## src/rtl/dram_cache_pkg.sv

```systemverilog
// Shared types and helpers for the direct-mapped write-back DRAM record cache.
package dram_cache_pkg;

  localparam int unsigned ADDR_W = 8;
  localparam int unsigned DATA_W = 64;

  typedef enum logic [3:0] {
    StIdle,
    StHitRsp,
    StWbIssue,
    StWbWait,
    StFillIssue,
    StFillWait,
    StMissRsp,
    StFlushScan,
    StFlushIssue,
    StFlushWait,
    StFlushDone
  } state_e;

  // Tag is kept at full address width; its upper bits are simply zero.
  typedef struct packed {
    logic              valid;
    logic              dirty;
    logic [ADDR_W-1:0] tag;
    logic [DATA_W-1:0] data;
  } line_t;

  function automatic logic [ADDR_W-1:0] addr_tag(input logic [ADDR_W-1:0] addr,
                                                 input int unsigned       idx_w);
    return addr >> idx_w;
  endfunction

  function automatic logic [ADDR_W-1:0] addr_index(input logic [ADDR_W-1:0] addr,
                                                   input int unsigned       idx_w);
    logic [ADDR_W-1:0] mask;
    mask = '1;
    mask = ~(mask << idx_w);
    return addr & mask;
  endfunction

  function automatic logic [ADDR_W-1:0] join_addr(input logic [ADDR_W-1:0] tag,
                                                  input logic [ADDR_W-1:0] idx,
                                                  input int unsigned       idx_w);
    return (tag << idx_w) | idx;
  endfunction

endpackage

```

## src/rtl/dram_wb_cache.sv

```systemverilog
// Direct-mapped write-back cache of 64-bit records in front of the single-beat DRAM bridge.
// Misses write back a dirty victim first, then fill (reads) or install directly (writes).
module dram_wb_cache
  import dram_cache_pkg::*;
#(
  parameter int unsigned N_LINES = 4
) (
  input  logic              i_clk,
  input  logic              i_rst_n,
  input  logic              i_req_valid,
  input  logic              i_req_wr,
  input  logic [ADDR_W-1:0] i_req_addr,
  input  logic [DATA_W-1:0] i_req_wdata,
  output logic              o_req_ready,
  output logic              o_rsp_valid,
  output logic [DATA_W-1:0] o_rsp_rdata,
  input  logic              i_flush_valid,
  output logic              o_flush_done,
  output logic              o_c_in_valid,
  output logic              o_c_r_wb,
  output logic [ADDR_W-1:0] o_c_addr,
  output logic [DATA_W-1:0] o_c_data_w,
  input  logic              i_c_out_valid,
  input  logic [DATA_W-1:0] i_c_data_r
);

  localparam int unsigned IDX_W = (N_LINES > 1) ? $clog2(N_LINES) : 1;
  localparam logic [IDX_W-1:0] LAST_IDX = IDX_W'(N_LINES - 1);

  state_e            r_state, w_state_d;
  line_t             r_lines [N_LINES];
  logic [ADDR_W-1:0] r_addr;
  logic              r_wr;
  logic [DATA_W-1:0] r_wdata;
  logic [IDX_W-1:0]  r_scan, w_scan_d;
  logic              r_flush_pend, w_flush_pend_d;

  logic [ADDR_W-1:0] w_req_tag;
  logic [IDX_W-1:0]  w_req_idx, w_cur_idx, w_line_idx;
  line_t             w_req_line, w_cur_line, w_scan_line, w_line_d;
  logic              w_line_we, w_accept;

  assign w_req_tag   = addr_tag(i_req_addr, IDX_W);
  assign w_req_idx   = IDX_W'(addr_index(i_req_addr, IDX_W));
  assign w_cur_idx   = IDX_W'(addr_index(r_addr, IDX_W));
  assign w_req_line  = r_lines[w_req_idx];
  assign w_cur_line  = r_lines[w_cur_idx];
  assign w_scan_line = r_lines[r_scan];

  always_comb begin
    w_state_d      = r_state;
    w_scan_d       = r_scan;
    w_flush_pend_d = r_flush_pend | i_flush_valid;
    w_line_we      = 1'b0;
    w_line_idx     = w_cur_idx;
    w_line_d       = w_cur_line;
    w_accept       = 1'b0;
    case (r_state)
      StIdle: begin
        if (i_flush_valid || r_flush_pend) begin
          w_flush_pend_d = 1'b0;
          w_scan_d       = '0;
          w_state_d      = StFlushScan;
        end else if (i_req_valid) begin
          w_accept   = 1'b1;
          w_line_idx = w_req_idx;
          if (w_req_line.valid && (w_req_line.tag == w_req_tag)) begin
            w_state_d = StHitRsp;
            if (i_req_wr) begin
              w_line_we      = 1'b1;
              w_line_d       = w_req_line;
              w_line_d.data  = i_req_wdata;
              w_line_d.dirty = 1'b1;
            end
          end else if (w_req_line.valid && w_req_line.dirty) begin
            w_state_d = StWbIssue;
          end else if (i_req_wr) begin
            w_line_we = 1'b1;
            w_line_d  = '{valid: 1'b1, dirty: 1'b1, tag: w_req_tag, data: i_req_wdata};
            w_state_d = StMissRsp;
          end else begin
            w_state_d = StFillIssue;
          end
        end
      end
      StHitRsp, StMissRsp, StFlushDone: w_state_d = StIdle;
      StWbIssue:    w_state_d = StWbWait;
      StWbWait: begin
        if (i_c_out_valid) begin
          if (r_wr) begin
            w_line_we = 1'b1;
            w_line_d  = '{valid: 1'b1, dirty: 1'b1, tag: addr_tag(r_addr, IDX_W), data: r_wdata};
            w_state_d = StMissRsp;
          end else begin
            w_state_d = StFillIssue;
          end
        end
      end
      StFillIssue:  w_state_d = StFillWait;
      StFillWait: begin
        if (i_c_out_valid) begin
          w_line_we = 1'b1;
          w_line_d  = '{valid: 1'b1, dirty: 1'b0, tag: addr_tag(r_addr, IDX_W), data: i_c_data_r};
          w_state_d = StMissRsp;
        end
      end
      StFlushScan: begin
        if (w_scan_line.valid && w_scan_line.dirty) begin
          w_state_d = StFlushIssue;
        end else if (r_scan == LAST_IDX) begin
          w_state_d = StFlushDone;
        end else begin
          w_scan_d = r_scan + IDX_W'(1);
        end
      end
      StFlushIssue: w_state_d = StFlushWait;
      StFlushWait: begin
        if (i_c_out_valid) begin
          w_line_we      = 1'b1;
          w_line_idx     = r_scan;
          w_line_d       = w_scan_line;
          w_line_d.dirty = 1'b0;
          if (r_scan == LAST_IDX) begin
            w_state_d = StFlushDone;
          end else begin
            w_scan_d  = r_scan + IDX_W'(1);
            w_state_d = StFlushScan;
          end
        end
      end
      default: w_state_d = StIdle;
    endcase
  end

  always_ff @(posedge i_clk) begin
    if (!i_rst_n) begin
      r_state      <= StIdle;
      r_scan       <= '0;
      r_flush_pend <= 1'b0;
      r_addr       <= '0;
      r_wr         <= 1'b0;
      r_wdata      <= '0;
      for (int i = 0; i < int'(N_LINES); i++) begin
        r_lines[i].valid <= 1'b0;
        r_lines[i].dirty <= 1'b0;
      end
    end else begin
      r_state      <= w_state_d;
      r_scan       <= w_scan_d;
      r_flush_pend <= w_flush_pend_d;
      if (w_accept) begin
        r_addr  <= i_req_addr;
        r_wr    <= i_req_wr;
        r_wdata <= i_req_wdata;
      end
      if (w_line_we) r_lines[w_line_idx] <= w_line_d;
    end
  end

  // Ready is gated by reset so every output reads 0 while reset is held.
  assign o_req_ready  = i_rst_n && (r_state == StIdle) && !r_flush_pend && !i_flush_valid;
  assign o_rsp_valid  = (r_state == StHitRsp) || (r_state == StMissRsp);
  assign o_rsp_rdata  = (o_rsp_valid && !r_wr) ? w_cur_line.data : '0;
  assign o_flush_done = (r_state == StFlushDone);

  // Bridge fields are decoded from state, so they hold through *_WAIT and drop with it.
  always_comb begin
    o_c_in_valid = 1'b0;
    o_c_r_wb     = 1'b0;
    o_c_addr     = '0;
    o_c_data_w   = '0;
    case (r_state)
      StWbIssue, StWbWait: begin
        o_c_in_valid = (r_state == StWbIssue);
        o_c_addr     = join_addr(w_cur_line.tag, ADDR_W'(w_cur_idx), IDX_W);
        o_c_data_w   = w_cur_line.data;
      end
      StFillIssue, StFillWait: begin
        o_c_in_valid = (r_state == StFillIssue);
        o_c_r_wb     = 1'b1;
        o_c_addr     = r_addr;
      end
      StFlushIssue, StFlushWait: begin
        o_c_in_valid = (r_state == StFlushIssue);
        o_c_addr     = join_addr(w_scan_line.tag, ADDR_W'(r_scan), IDX_W);
        o_c_data_w   = w_scan_line.data;
      end
      default: ;
    endcase
  end

endmodule
```

## config.mk

```make
export PLATFORM = sky130hd
export DESIGN_NAME = dram_wb_cache
export DESIGN_NICKNAME = d
export VERILOG_FILES = /design/src/rtl/dram_cache_pkg.sv /design/src/rtl/dram_wb_cache.sv
export SDC_FILE = /design/constraint.sdc
export NUM_CORES = 1
export LEC_CHECK = 0
export BUFFER_PORTS_ARGS = -buffer_cell sky130_fd_sc_hd__buf_4
export CAP_MARGIN = 0
export CORE_UTILIZATION = 47
export CTS_BUF_LIST = sky130_fd_sc_hd__clkbuf_8
export DETAILED_ROUTE_END_ITERATION = 8
export PLACE_DENSITY = 0.67
export SYNTH_ARGS = -nofsm -noshare
export SYNTH_HDL_FRONTEND = slang
export SYNTH_SLANG_ARGS = --single-unit
```

## constraint.sdc

```tcl
create_clock -name i_clk -period 25.9 [get_ports i_clk]
set_input_delay 5.18 -clock i_clk [delete_from_list [all_inputs] [get_ports i_clk]]
set_output_delay 5.18 -clock i_clk [all_outputs]
set_load 0.1 [all_outputs]
```

[Yosys cells after proc, flatten, opt, wreduce, memory -nomap -nowiden]
Memories as Yosys holds them, arrays and structs flattened. A register that Yosys moved wholly into a read port is not among the register bits.
Index checks and enable logic that the tools add are counted.
Cells by class
  add/sub/neg operators: 1
  eq/ne operators: 19
  mux-type cells: 63
  magnitude comparators: 0
  div/mod/pow operators: 0
  bitwise gates (word level): 3
  shift-type cells: 0
  multiply operators: 0
  reduce and logical (&&, ||, !) cells: 21
Operator list (number)
  two-way mux 74 bit: 11
  one-hot mux 74 bit (4 select lines): 1
  one-hot mux 64 bit (2 select lines): 1
  OR reduction 74 bit: 1
  two-way mux 64 bit: 1
  two-way mux 4 bit: 8
  one-hot mux 4 bit (8 select lines): 1
  two-way mux 2 bit: 15
  one-hot mux 8 bit (3 select lines): 1
  two-way mux 1 bit: 18
  equality test 4 x 3 -> 1 bit, second input constant: 4
  OR 8 x 2 -> 8 bit: 2
  equality test 4 bit, second input constant: 3
  != test 2 bit, second input constant: 5
  equality test 4 x 2 -> 1 bit, second input constant: 2
  equality test 8 x 6 -> 1 bit: 1
  OR reduction 2 bit: 4
  logical AND 1 bit: 7
  two-way mux 3 bit: 2
  != test 3 bit, second input constant: 2
  one-hot mux 1 bit (3 select lines): 2
  one-hot mux 2 bit (3 select lines): 1
  AND reduction 5 bit: 1
  equality test 4 x 1 -> 1 bit, second input constant: 1
  other kinds (9): 12
Storage, ports and cells
  latch bits: 0
  register bits: 80
  bits of input ports: 142
  logic and storage cells: 114
  memories: 1
  memory bits (writable): 296
  output and inout bits: 141
  ROM bits: 0
Memory list
  r_lines: words 4, width 74, read ports 3, clocked after Yosys merged registers in 2, write ports 4, RTL line dram_wb_cache.sv:31  | line_t r_lines [N_LINES];

[Longest topological paths before layout]
Gate-level depths: netlist of the first run.
An unclocked memory read counts as a cell.
  word-level depth: 12
  depth in mapped cells: 10
  depth with buffers taken out: 7

[Least setup slack after synthesis of the first run]
Ideal clock, no wire load.
  path type: input-to-reg
  start point: input port i_req_addr[0]
  end point: memory r_lines[1][0] (netlist bit) (enable)
  library setup time: 0.591 ns
  data arrival time: 11.790 ns
  stages on the path: 9
  path slack: 13.519 ns
  cell sequence: buf_6 -> mux4_2 -> xor2_1 -> nor4_2 -> buf_4 -> o21ai_2 -> or2_1 -> buf_2 -> nor3_1
RTL lines
  start, declared: RTL line dram_wb_cache.sv:12  | input logic [ADDR_W-1:0] i_req_addr,
  end, declared: RTL line dram_wb_cache.sv:31

[Worst setup path in the final report of the first run]
  start point: input port i_flush_valid
  end point: output port o_req_ready
On the way
  longest elaborated chain between the ends: 2
RTL lines
  start, declared: RTL line dram_wb_cache.sv:17  | input logic i_flush_valid,
  logical NOT 1 bit: RTL line dram_wb_cache.sv:161  | assign o_req_ready = i_rst_n && (r_state == StIdle) && !r_flush_pend && !i_flush_valid;
  logical AND 1 bit: RTL line dram_wb_cache.sv:161
  end, declared: RTL line dram_wb_cache.sv:14  | output logic o_req_ready,
Every way passes these cells.

==> run metrics, run 1 <==
Netlist cell types between 60 and 70; crit path time final approximately 12 ns; post-synthesis compound-gate area fraction 0.170; Max Buffers Root-to-Sink 3; DRT Pass-1 Iters 6; worst hold slack 0.456 ns; Max Clk Rate 86.3 MHz; Synth Instances 1596; CP dominant cell by count buf_4; worst reg2reg setup slack 21.02 ns; fin crit share 0.447; Peak VDD IR about 0.087 mV; routed wire length 63300 µm; Multi-input gate area 9270 µm²; multiplexer share of the synthesized area 0.191; Worst path top cell family by delay simple AND/OR/NAND/NOR gates; Post-CTS Setup Bufs 0; CP cell instances buf_4 > nor2_1 > and3_1 > buf_4; layout cell share with drive strength beyond 1 0.315; most instantiated library cell after synthesis edfxtp_1; clk_lat worst skew 0.62 ns; Worst Path Max Fanout 11; Yosys warning total 0; status complete, no violations; Post-DP HPWL 37100 µm; port buffer count 282; Worst Reg-to-Reg Cells 9; min-delay worst type flip-flop to flip-flop; dpl cell area 23000 µm²; R2R Path Start r_state[2]; Final #Nets 1968; max_cap viols 0; H-tree levels 3; CTS tree built; worst path required time 20.72 ns; die area about 44000 µm²; Critical Path Slowest Stage Cell nor2_1; CP Launch Point i_flush_valid; initial antenna violation count 3; Slew @ Worst Pin 1.21 ns; CTS Hold Bufs 0; drc violations 0; cell taking the most area after synthesis edfxtp_1; Setup TNS Final 0 ns; Post-synth EDFFs between 200 and 300; startpoint types input pin; row count 75; DR iter-0 viols about 2100; CTS root buffer clkbuf_8; Post-CTS Resized 0; Area growth syn-to-layout 19.2%; Adder-Cell Fraction of Synth Area 0; Worst Hold Path Cells 2; Lkg Pwr 8.59 nW; pins over their slew limit 0; clk_skew approximately 0.019 ns; chip width 210 µm; Synth Register Bits 380; FF-to-FF End r_lines[2][57]; Final Cell Area 24300 µm²; Via Count around 16000; Hold Path Origin r_wdata[33]; Arr. time, crit path 6.40 ns; Setup crit end kind output port; Async SR Flop Fraction 0; WP buf/inv 2; vias in the first global route 16030; # setup viols final 0; GRT overflow 0; global-route wire length before repair between 90000 and 100000 µm; unrepaired setup endpoints after global routing no; FILL cells 3463; syn avg cell area around 13 µm²; pin count of the biggest net entering global routing 74; Max-slew headroom 0.192; CTS sink count 380; Wirelength per Cell between 20 and 30 µm; sequential area share after synthesis 0.518; Pwr per Cell Area roughly 120 nW/µm²; Final Hold Vio Count 0; io pins around 280; largest family of logic cells by synthesized area multiplexers; vias per std cell 6.54; final core area utilization 0.574; critical path class input pin to output port; simple-gate share of the synthesized area 0.0864; synthesized area 20400 µm²; hold worst-path end r_wdata[33]; CP max stage delay 0.54 ns; gpl congestion a little under 0.9; Post-synth top flop edfxtp_1; post-synthesis xor/xnor area fraction 0.00301; Post-Synthesis Net Count approximately 1700; CTS buffer count 67; commonest cells in the netlist 294 x edfxtp_1, 201 x nand2_1, 156 x a21oi_1, 156 x mux4_2, 118 x clkbuf_1; Routed Antenna Nets 0; die height 210 µm; Reg clk slew, reported paths 0.06 ns; Initial Util 0.482; Yosys top cell area share 0.433; ranking of synthesized cells by area edfxtp_1 43%, mux4_2 17%, dfxtp_1 8.4%; register area ~11000 µm²; Tot GR Track Use 0.286; Core Footprint 42300 µm²
==> per-layer routing <==
layer / track usage / part of all wire / vias up / routed length, µm
met4: 0.117 / 0.031 / 0 / 1950
met2: 0.463 / 0.48 / 979 / 30500
met5: 0 / 0 / - / 0
li1: - / - / 6909 / -
met1: 0.384 / 0.39 / 8058 / 24700
met3: 0.0513 / 0.097 / 151 / 6170
==> cell families (layout without fill, tap and decap cells) <==
group / count (synthesis) / count (layout)
AO/OA/AOI/OAI: 484 / 484
XOR/XNOR: 7 / 7
buffers and inverters: 162 / 446
flip-flops: 380 / 380
multiplexers: 194 / 194
other: 0 / 3
AND/OR/NAND/NOR: 369 / 369
==> power by group <==
group	switching, W	leakage, nW	internal [W]	total [W]
clock	0.000252	0.755	0.000297	0.000549
sequential	0.0000251	3.36	0.000817	0.000842
combinational	0.00104	4.47	0.000373	0.00141
total	0.00132	8.59	0.00149	0.00281
==> sequential cells by signal (all words and copies together), names as in the netlist, named ones only <==
name / cells
r_addr: 8
r_scan: 2
r_wdata: 64
r_lines: 296
r_state: 4
r_wr: 1
r_flush_pend: 1
==> cells in the final DEF, fill, tap and decap left out, types with 5 or more instances in the layout <==
cell type,n
inv_1,29
a2bb2oi_1,30
mux4_2,156
nor2b_1,11
buf_4,315
dfxtp_1,82
nand2b_1,8
a22oi_1,8
and3_1,8
a222oi_1,36
clkinvlp_4,5
mux2i_1,37
clkinv_1,8
a21oi_1,156
and2_1,67
nand3_1,10
a21o_1,5
nand3b_1,7
clkbuf_8,75
nor2_1,24
nor4_1,5
clkinv_2,9
o21ai_0,53
nand2_1,201
a22o_1,99
a221o_1,30
edfxtp_1,294
o211ai_1,36
==> final cells by class <==
cell class / count / area share
antenna: 3 / 0.000309
clock buffer: 75 / 0.0425
clock inverter: 48 / 0.0122
inverter: 8 / 0.00129
multi-input combinational: 1054 / 0.382
sequential: 380 / 0.435
tap: 577 / 0.0297
timing repair buffer: 315 / 0.0974
==> worst max-delay path by stage <==
stage / to / slack [ns] / cells past startpoint
after floorplan: r_lines[1][0] / 13.52 / 9
after global placement: o_req_ready / 14.39 / 4
after detailed placement: o_req_ready / 14.32 / 4
after CTS: o_req_ready / 14.32 / 4
after global routing: o_req_ready / 14.20 / 4
final: o_req_ready / 14.32 / 4
==> worst min-delay path, stage by stage (launching register included) <==
cell and delay (ns):
dfxtp_1 0.31, nand2_1 0.05, a21oi_1 0.05
==> stage by stage <==
step / total power [W] / setup WS (ns) / cells
after global routing: 0.00292 / 14.20 / 2460
final: 0.00281 / 14.32 / 2460
after detailed placement: 0.00225 / 14.32 / 2334
after floorplan: 0.00191 / 13.52 / 1596
after global placement: 0.00222 / 14.39 / 2334
after CTS: 0.00280 / 14.32 / 2457
Note: power is estimated with default switching activity, not from simulation.
==> run 2, diff against run 1 <==
==> constraint.sdc (replaced) <==
create_clock -name i_clk -period 11.2 [get_ports i_clk]
set_input_delay 2.24 -clock i_clk [delete_from_list [all_inputs] [get_ports i_clk]]
set_output_delay 2.24 -clock i_clk [all_outputs]
set_load 0.1 [all_outputs]
==> run metrics, run 2 (synthesized netlist as in run 1, its figures left out) <==
status complete, no violations; drc violations 0 (unchanged); CTS Hold Bufs 0 (unchanged); hold worst-path end r_wdata[13]; Max Buffers Root-to-Sink 3 (unchanged); Setup crit end kind output port; Initial Util 0.482 (unchanged); Max Clk Rate about 160 MHz; crit path time final 6.10 ns; gpl congestion 0.877 (-1.2%); DRT Pass-1 Iters 6 (unchanged); DR iter-0 viols 1765 (-15%); # setup viols final 0 (unchanged); CTS tree built; pins over their slew limit 0 (unchanged); Reg clk slew, reported paths 0.06 ns (about the same); Final Hold Vio Count 0 (unchanged); critical path class flip-flop to output port; worst reg2reg setup slack 6.35 ns (-14.67 ns); max reg flops 296 (unchanged); Final #Nets 1961 (-0.36%); Peak VDD IR 0.272 mV (+210%); Hold Path Origin r_wdata[13]; H-tree levels 2 (-1); R2R Path Start r_state[0]; vias in the first global route 16054 (+0.15%); Largest Register r_lines; io pins 283 (unchanged); Post-DP HPWL 37800 µm (+1.9%); startpoint types flip-flop; largest registers r_lines x296, r_wdata x64, r_addr x8; clk_lat worst skew 0.69 ns (+0.07 ns); Max-slew headroom 0.231 (+0.0383); CP cell instances nand2b_1 > nor2_4 > buf_4 > a22o_1 > buf_4; CP Launch Point r_state[1]; Critical Path Slowest Stage Cell dfxtp_1; Area growth syn-to-layout 18.7%; Tot GR Track Use 0.280 (-0.00638); Post-CTS Resized 0 (unchanged); max_cap viols 0 (unchanged); commonest cells after routing, fill and taps aside 314 x buf_4, 294 x edfxtp_1, 201 x nand2_1; CP dominant cell by count buf_4; unrepaired setup endpoints after global routing no; port buffer count 282 (unchanged); CP max stage delay 0.95 ns (+0.41 ns); leading cell type in the layout, fill and taps excluded buf_4; CTS sink count 380 (unchanged); Total Power 0.00640 W (+130%); Via Count 15942 (-0.96%); CTS root buffer clkbuf_8; Worst Reg-to-Reg Cells 9 (unchanged); setup ws final 5.10 ns (-9.22 ns); Post-CTS Setup Bufs 0 (unchanged); routed wire length 61800 µm (-2.3%); Lkg Pwr 8.53 nW (-0.59%); Setup WS pre-CTS 4.97 ns (-9.35 ns); Slew @ Worst Pin 1.15 ns (-0.0529 ns); FF-to-FF End r_lines[2][66]; vias per std cell 6.51 (-0.52%); pin count of the biggest net entering global routing 79 (+6.8%); worst path required time 8.96 ns (-11.76 ns); fin crit share 0.544; global-route wire length before repair 94000 µm (-1.6%); initial antenna violation count 1 (-2); min-delay worst type flip-flop to flip-flop; GRT overflow 0 (unchanged); die height 210 µm (unchanged); Core Footprint 42300 µm² (unchanged); CTS buffer count 61 (-9.0%); Wirelength per Cell 25.2 µm (-1.9%); Worst Hold Path Cells 2 (unchanged); clk_skew 0.0531 ns (+0.0341 ns); die area 44200 µm² (unchanged); Setup TNS Final 0 ns (unchanged); Worst Path Max Fanout 46 (+35); Arr. time, crit path 3.86 ns (-2.54 ns); Pwr per Cell Area 265 nW/µm² (+130%); row count 75 (unchanged); layout cell share with drive strength beyond 1 0.314 (-0.00116); Routed Antenna Nets 0 (unchanged); chip width 210 µm (unchanged)
run 2: cell type report:
type | count | area [µm²]
clock inverter | 46 | 294
timing repair buffer | 314 | 2360
antenna | 1 | 2.50
clock buffer | 69 | 950
sequential | 380 | 10600
inverter | 8 | 31.3
tap | 577 | 722
multi-input combinational | 1054 | 9270
fill | 3464 | 18100
run 2: worst max-delay path by stage:
| stage | to | cells past startpoint |
|---|---|---|
| 2_1_floorplan | r_lines[1][0] | 9 |
| 3_3_place_gp | r_lines[2][7] | 10 |
| 3_5_place_dp | r_lines[2][60] | 10 |
| 4_1_cts | o_c_data_w[62] | 5 |
| 5_1_grt | o_c_data_w[62] | 5 |
| 6_report | o_c_data_w[62] | 5 |
run 2: metrics by stage:
step | hold WS (ns) | instances | cell area [µm²] | util
finish | 0.455 | 2449 | 24200 | 0.572
global route | 0.475 | 2449 | 24200 | 0.572
CTS | 0.457 | 2448 | 24200 | 0.572
detailed placement | 0.448 | 2333 | 22900 | 0.542
global placement | 0.441 | 2333 | 22900 | 0.542
floorplan | 0.436 | 1596 | 20400 | -
run 2: critical path: cells and delay by family (launching register included):
family	cells	cell delay (ns)
compound gates	1	0.36
buf+inv	2	0.95
flops	1	0.95
simple gates	2	0.91
run 2: layer usage:
metal,GRT usage,vias up,part of all wire
li1,-,6897,-
met1,0.369,8021,0.39
met2,0.453,888,0.48
met3,0.0498,136,0.087
met4,0.130,0,0.036
met5,0,-,0
run 2: where the power goes:
part / internal (W) / leakage (nW) / switching, W
clock: 0.000638 / 0.710 / 0.000568
combinational: 0.000860 / 4.46 / 0.00237
sequential: 0.00189 / 3.36 / 0.0000739
==> run 3, diff against run 2 <==
--- a/config.mk
+++ b/config.mk
@@ -10,7 +10,7 @@
 export CORE_UTILIZATION = 47
 export CTS_BUF_LIST = sky130_fd_sc_hd__clkbuf_8
 export DETAILED_ROUTE_END_ITERATION = 8
-export PLACE_DENSITY = 0.67
+export PLACE_DENSITY = 0.7
 export SYNTH_ARGS = -nofsm -noshare
 export SYNTH_HDL_FRONTEND = slang
 export SYNTH_SLANG_ARGS = --single-unit
==> constraint.sdc (replaced) <==
create_clock -name i_clk -period 5.23 [get_ports i_clk]
set_input_delay 1.046 -clock i_clk [delete_from_list [all_inputs] [get_ports i_clk]]
set_output_delay 1.046 -clock i_clk [all_outputs]
set_load 0.1 [all_outputs]
==> run metrics, run 3 (synthesized netlist as in run 1, its figures left out) <==
Critical Path Slowest Stage Cell dfxtp_1; Setup TNS Final 0 ns (unchanged); leading cell type in the layout, fill and taps excluded buf_4; GRT overflow 0 (unchanged); Max Buffers Root-to-Sink 3 (unchanged); Arr. time, crit path 3.45 ns (-0.41 ns); Largest Register r_lines; worst reg2reg setup slack 1.35 ns (-5.00 ns); H-tree levels 2 (unchanged); # setup viols final 0 (unchanged); max_cap viols 0 (unchanged); Peak VDD IR 0.379 mV (+39%); vias per std cell 6.60 (+1.4%); drc violations 0 (unchanged); io pins 283 (unchanged); Initial Util 0.482 (unchanged); Reg clk slew, reported paths 0.06 ns (about the same); commonest cells after routing, fill and taps aside 313 x buf_4, 294 x edfxtp_1, 201 x nand2_1; pins over their slew limit 0 (unchanged); setup ws final 0.736 ns (-4.37 ns); gpl congestion 0.906 (+3.4%); DRT Pass-1 Iters 7 (+1); die height 210 µm (unchanged); Routed Antenna Nets 0 (unchanged); DR iter-0 viols 2011 (+14%); row count 75 (unchanged); worst path required time 4.18 ns (-4.78 ns); startpoint types flip-flop; FF-to-FF End r_lines[2][19]; CTS sink count 380 (unchanged); crit path time final 4.49 ns; global-route wire length before repair 93500 µm (-0.52%); Area growth syn-to-layout 19.4%; min-delay worst type flip-flop to flip-flop; pin count of the biggest net entering global routing 74 (-6.3%); dpl cell area 23100 µm² (+0.66%); CP cell instances nand2b_1 > nor2_4 > buf_4 > a22o_1 > buf_4; port buffer count 282 (unchanged); critical path class flip-flop to output port; Lkg Pwr 8.61 nW (+0.86%); CP dominant cell by count buf_4; clk_lat worst skew 0.65 ns (-0.04 ns); Final Hold Vio Count 0 (unchanged); R2R Path Start r_state[3]; status complete, no violations; Pwr per Cell Area 565 nW/µm² (+110%); Post-CTS Setup Bufs 0 (unchanged); final core area utilization 0.575 (+0.00352); fin crit share 0.859; Worst Reg-to-Reg Cells 8 (-1); CTS tree built; hold worst-path end r_wdata[18]; unrepaired setup endpoints after global routing no; CTS root buffer clkbuf_8; Post-CTS Resized 0 (unchanged); layout cell share with drive strength beyond 1 0.318 (+0.00416); Max Clk Rate ~220 MHz; CP max stage delay 0.97 ns (+0.02 ns); vias in the first global route 16133 (+0.49%); Setup WS pre-CTS 0.945 ns (-4.02 ns); Tot GR Track Use 0.277 (-0.00288); FILL cells 3432 (-0.92%); chip width 210 µm (unchanged); Setup crit end kind output port; Final #Nets 1967 (+0.31%); largest registers r_lines x296, r_wdata x64, r_addr x8; Max-slew headroom 0.0852 (-0.146); Post-DP HPWL 38600 µm (+2.1%); Wirelength per Cell 25.2 µm (-0.20%); CTS Hold Bufs 0 (unchanged); initial antenna violation count 3 (+2); die area 44200 µm² (unchanged); clk_skew 0.0424 ns (-0.0108 ns); Core Footprint 42300 µm² (unchanged); Hold Path Origin r_wdata[18]; Worst Hold Path Cells 2 (unchanged); Slew @ Worst Pin 1.37 ns (+0.216 ns); max reg flops 296 (unchanged); Worst Path Max Fanout 70 (+52%); CTS buffer count 61 (unchanged); routed wire length 61900 µm (+0.17%); Via Count 16221 (+1.8%); Final Cell Area 24300 µm² (+0.62%)
[run 3: changes by cell type in the layout (fill, tap and decap cells not counted)]
cell        delta
inv_1          +1
bufinv_16      -1
clkinvlp_4     +2
nor3_2         -3
buf_12         +7
nor3_4         +3
clkinv_1       -4
clkinv_8       -1
clkbuf_8       +3
diode_2        +2
clkinv_2       +2
inv_12         -1
buf_4          -1
[run 3: layout make-up]
class,instances,area [µm²],share of cell area
sequential,380,10600,0.434
clock buffer,72,991,0.0407
inverter,8,31.3,0.00129
antenna,3,7.51,0.000308
multi-input combinational,1054,9290,0.382
clock inverter,44,245,0.0101
tap,577,722,0.0297
timing repair buffer,320,2490,0.102
[run 3: worst max-delay path by stage]
stage	startpoint	endpoint	slack, ns
6_report	r_state[1]	o_c_data_w[62]	0.74
5_1_grt	r_state[1]	o_c_addr[3]	0.62
4_1_cts	r_state[1]	o_c_data_w[62]	0.79
3_5_place_dp	i_req_addr[0]	r_lines[1][47]	0.95
3_3_place_gp	i_req_addr[0]	r_lines[1][12]	1.01
2_1_floorplan	i_req_addr[0]	r_lines[1][0]	-0.80
[run 3: per-stage QoR]
stage / hold WS, ns / power [W] / instances
after global placement: 0.441 / 0.0110 / 2339
after CTS: 0.456 / 0.0137 / 2455
final: 0.456 / 0.0137 / 2458
after floorplan: 0.436 / 0.00944 / 1596
after detailed placement: 0.448 / 0.0111 / 2339
after global routing: 0.471 / 0.0142 / 2458
[run 3: power by group]
part / switching (W) / total, W / leakage, nW / internal (W)
Sequential: 0.000174 / 0.00422 / 3.36 / 0.00405
Combinational: 0.00509 / 0.00695 / 4.54 / 0.00186
Clock: 0.00122 / 0.00257 / 0.710 / 0.00135
[run 3: critical path, delay by kind of cell, from the launching register on]
kind                   cells  cell delay (ns)
AO/OA/AOI/OAI              1             0.36
buffers and inverters      2             1.08
flip-flops                 1             0.97
AND/OR/NAND/NOR            2             0.41
[run 3: layer usage]
layer	vias to the layer above	wire [µm]	global-route usage
met5	-	0	0
met3	143	6380	0.0554
met1	8121	24000	0.369
li1	6901	-	-
met2	1056	29400	0.444
met4	0	2090	0.118
